--- src/rtl/rptr_empty.sv ---
// Read-side pointer, synchroniser and empty/level flags
// for the dual-clock FIFO.
module rptr_empty #(
  parameter int ADDRSIZE      = 4,
  parameter int AEMPTY_THRESH = 2
) (
  input  logic                rclk,
  input  logic                rrst_n,
  input  logic                rinc,
  input  logic [ADDRSIZE:0]   wptr,
  output logic                rempty,
  output logic                raempty,
  output logic [ADDRSIZE-1:0] raddr,
  output logic [ADDRSIZE:0]   rptr,
  output logic [ADDRSIZE:0]   rlevel,
  output logic                runderflow
);

  typedef logic [ADDRSIZE:0] ptr_t;

  localparam ptr_t THRESH = ptr_t'(AEMPTY_THRESH);

  ptr_t rbin_q, rptr_q;
  ptr_t rq1_q, rq2_q;
  ptr_t rlevel_q, rlevel_d;
  logic rempty_q, rempty_d;
  logic raempty_q, raempty_d;
  logic runder_q, runder_d;

  ptr_t rbnext, rgnext, wbin_s;
  logic rd_en;

  // Two-flop synchroniser for the write Gray pointer.
  always_ff @(posedge rclk or negedge rrst_n) begin
    if (!rrst_n) begin
      rq1_q <= '0;
      rq2_q <= '0;
    end else begin
      rq1_q <= wptr;
      rq2_q <= rq1_q;
    end
  end

  // Next pointer; a read while empty is dropped.
  always_comb begin
    rd_en  = rinc & ~rempty_q;
    rbnext = rbin_q + ptr_t'(rd_en);
    rgnext = (rbnext >> 1) ^ rbnext;
  end

  // Gray-to-binary of the synchronised write pointer.
  always_comb begin
    wbin_s = '0;
    for (int i = 0; i <= ADDRSIZE; i++) begin
      wbin_s[i] = ^(rq2_q >> i);
    end
  end

  // Next flags and level from the next read pointer.
  always_comb begin
    rlevel_d  = wbin_s - rbnext;
    rempty_d  = (rgnext == rq2_q);
    raempty_d = (rlevel_d <= THRESH);
    runder_d  = runder_q | (rinc & rempty_q);
  end

  // Pointer, flag and level registers.
  always_ff @(posedge rclk or negedge rrst_n) begin
    if (!rrst_n) begin
      rbin_q    <= '0;
      rptr_q    <= '0;
      rlevel_q  <= '0;
      rempty_q  <= 1'b1;
      raempty_q <= 1'b1;
      runder_q  <= 1'b0;
    end else begin
      rbin_q    <= rbnext;
      rptr_q    <= rgnext;
      rlevel_q  <= rlevel_d;
      rempty_q  <= rempty_d;
      raempty_q <= raempty_d;
      runder_q  <= runder_d;
    end
  end

  assign raddr      = rbin_q[ADDRSIZE-1:0];
  assign rptr       = rptr_q;
  assign rlevel     = rlevel_q;
  assign rempty     = rempty_q;
  assign raempty    = raempty_q;
  assign runderflow = runder_q;

endmodule
--- config.mk ---
export PLATFORM = sky130hd
export DESIGN_NAME = rptr_empty
export DESIGN_NICKNAME = d
export VERILOG_FILES = /design/src/rtl/rptr_empty.sv
export SDC_FILE = /design/constraint.sdc
export NUM_CORES = 1
export LEC_CHECK = 0
export ABC_AREA = 1
export CAP_MARGIN = 20
export CORE_AREA = 3 3 45 68
export DETAILED_ROUTE_END_ITERATION = 10
export DIE_AREA = 0 0 48 71
export PLACE_DENSITY = 0.74
export SYNTH_ARGS = -nofsm -noshare
export SYNTH_HDL_FRONTEND = slang
export SYNTH_SLANG_ARGS = --single-unit
--- constraint.sdc ---
create_clock -name rclk -period 2.9 [get_ports rclk]
set_input_delay 0.29 -clock rclk [delete_from_list [all_inputs] [get_ports rclk]]
set_output_delay 0.29 -clock rclk [all_outputs]
set_load 0.02 [all_outputs]
==> flow_metrics.env <==
export IMPL_clk_latency_ns=0.27
export IMPL_synthAdderAreaFrac_pct=5.11
export IMPL_leakagePower_nw=0.803
export IMPL_synth_compound_area_share_pct=1.02
export IMPL_syn_inst=130
export IMPL_rsz0062_at_grt="false"
export IMPL_ctsResizeCount=0
export IMPL_io_buffer_count=24
export IMPL_routed_wl_um=2140
export IMPL_num_rows=23
export IMPL_pwr_share_seq_pct=31.5
export IMPL_grt_pass1_wl_um=3770
export IMPL_synthDistinctLibCells=16
export IMPL_tns_ns=0
export IMPL_slew_headroom_pct=71.8
export IMPL_synth_top_area_share_pct=51.1
export IMPL_clock_sinks=27
export IMPL_drc=0
export IMPL_crit_buf_inv=1
export IMPL_synth_warnings=0
export IMPL_ys_ff_latch=27
export IMPL_ant_nets=0
export IMPL_antenna_cells=0
export IMPL_power_internal_mw=1.07
export IMPL_wl_per_cell_um=11.6
export IMPL_power_frac_clock_pct=11.2
export IMPL_syn2layout_area_growth_pct=26.5
export IMPL_critPathCaptureType="flop"
export IMPL_min_delay_path_class="flop to flop"
export IMPL_setup_viol=0
export IMPL_postCtsHoldBufs=0
export IMPL_die_x_um=48
export IMPL_syn_area_um2=1220
export IMPL_grtUsageTotal_pct=15.3
export IMPL_synth_fp_nets=143
export IMPL_outcome="finished, final reports clean"
export IMPL_cts_path_max_buffers=2
export IMPL_drt_pass1_iter_count=4
export IMPL_die_h_um=71
export IMPL_final_area_um2=1550
export IMPL_arrival_ns=2.55
export IMPL_drive_gt1_share_pct=5.66
export IMPL_numCtsBuffers=3
export IMPL_vdd_drop_max_mv=0.472
export IMPL_grt_overflow_total=0
export IMPL_final_common_cell="nand2_1"
export IMPL_cp_slowest_cell="dfstp_2"
export IMPL_maxSlewViolCount=0
export IMPL_p_comb_share_pct=57.3
export IMPL_clock_root_buffer="clkbuf_8"
export IMPL_critical_path_class="flop to flop"
export IMPL_via_per_inst=5.18
export IMPL_swShare_pct=42.4
export IMPL_die_area_um2=3410
export IMPL_cts_tree="done"
export IMPL_nFillCells=214
export IMPL_synth_simple_area_share_pct=22.4
export IMPL_required_ns=3.12
export IMPL_cpPeakStageDelay_ns=0.55
export IMPL_tightest_slew_ns=0.420
export IMPL_antenna_found_initial=0
export IMPL_synth_xor_area_share_pct=10.5
export IMPL_cts_htree_levels=1
export IMPL_netlist_top_cells_area="dfrtp_1 51%, nand2_1 13%, xor2_1 7.2%"
export IMPL_coreArea_um2=2590
export IMPL_cp_start_kind="flop"
export IMPL_synth_mux_area_share_pct=0
export IMPL_path_delay_family="adder cells"
export IMPL_max_freq_ghz=0.429
export IMPL_cts_setup_buffers=0
export IMPL_io_pins=25
export IMPL_seq_area_frac_synth_pct=55.4
export IMPL_initial_core_util_pct=47.2
export IMPL_grt_max_degree=28
export IMPL_worstPathCellList="nor2_1 -> ha_1 -> ha_1 -> xnor2_1 -> ha_1 -> nand3_1 -> nand2_1 -> inv_1 -> nand2_1 -> nand2_1 -> nand3_1 -> nor2_1"
export IMPL_place_hpwl_um=1700
export IMPL_hold_viol=0
export IMPL_syn_mean_instance_area_um2=9.41
export IMPL_fin_nets=173
export IMPL_placed_area_um2=1500
export IMPL_gp_congestion=0.769
export IMPL_finalCritPeriodShare_pct=80.4
export IMPL_vias=954
export IMPL_cp_max_fo=4
export IMPL_grt_pass1_vias=926
export IMPL_fin_crit_ns=2.33
export IMPL_skew_ns=0.00625
export IMPL_drv_cap=0
export IMPL_path_clk_slew_ns=0.09
export IMPL_p_sw_mw=0.789
export IMPL_whs_ns=0.353
export IMPL_p_per_area_nw_per_um2=1200
export IMPL_final_cell_mix="41 x nand2_1, 25 x dfrtp_1, 24 x clkdlybuf4s50_1, 18 x inv_1, 14 x nand3_1"
export IMPL_synth_top_family_by_area="simple AND/OR/NAND/NOR gates"
export IMPL_drt_iter0_markers=11
export IMPL_synth_top_cell_by_area="dfrtp_1"
[area by class of cell]
cell class | count | area (um^2) | area share (%)
clock buffer | 4 | 45.0 | 2.91
inverter | 18 | 67.6 | 4.37
tap | 25 | 31.3 | 2.02
sequential | 27 | 678 | 43.8
multi-input combinational | 85 | 478 | 30.9
timing repair buffer | 25 | 248 | 16.0
[worst register-to-register path, stage by stage, from the launching register on]
cell and delay, ns:
dfstp_2 0.55, nor2_1 0.05, ha_1 0.21, ha_1 0.26, xnor2_1 0.38, ha_1 0.32, nand3_1 0.09, nand2_1 0.06
inv_1 0.07, nand2_1 0.05, nand2_1 0.07, nand3_1 0.07, nor2_1 0.09
[power by group through the flow]
stage | Clock (mW) | Combinational, mW | Sequential (mW)
after floorplan | 0 | 0.547 | 0.741
after global placement | 0 | 1.04 | 0.588
after detailed placement | 0 | 1.07 | 0.598
after CTS | 0.210 | 1.08 | 0.589
after global routing | 0.227 | 1.19 | 0.603
final | 0.208 | 1.06 | 0.586
[cell usage after synthesis, drive strengths merged]
library cell,count
dfrtp,25
nand3b,1
xor2,11
a21oi,1
nand3,15
xnor2,2
inv,18
nand2,41
a21o,1
dfstp,2
nand4,1
ha,5
nor2,7
[path summary, 6_finish.rpt]
check                         start       end  slack [ns]  depth (start not counted)
max in group asynchronous    rrst_n   raempty        2.23                          2
hold reg to reg            rq1_q[4]  rq2_q[4]        0.35                          0
setup / recovery             rempty   raempty        0.57                         12
min in group asynchronous    rrst_n  rq2_q[0]        0.38                          2
hold / removal             rq1_q[4]  rq2_q[4]        0.35                          0
setup reg to reg             rempty   raempty        0.57                         12
[flip-flops by register name (all words and copies together), names as in the netlist]
register / cells
raempty: 1
rbin_q: 5
rptr: 4
rlevel: 5
runderflow: 1
rq1_q: 5
rempty: 1
rq2_q: 5
[kinds of logic after synthesis]
kind of cell | count (synthesis)
simple gates | 65
flops | 27
buf+inv | 18
xor+xnor | 13
fa+ha+maj | 5
compound gates | 2
[layer usage]
layer  global-route usage (%)  vias to the layer above  part of all wire, %
li1                         -                      458                    -
met2                     27.8                       36                   57
met4                     7.78                        0                  3.1
met5                        0                        -                    0
met1                     15.3                      454                   35
met3                     2.29                        6                  4.9
[per-stage QoR]
step	setup WS [ns]	util (%)	total power, mW	std cells
6_report	0.567	59.8	1.86	184
5_1_grt	0.368	59.8	2.02	184
4_1_cts	0.559	59.8	1.88	184
3_5_place_dp	0.363	58.0	1.66	180
3_3_place_gp	0.421	58.0	1.63	180
2_1_floorplan	0.733	-	1.29	130
No activity file was read; power rests on OpenSTA's default activity.
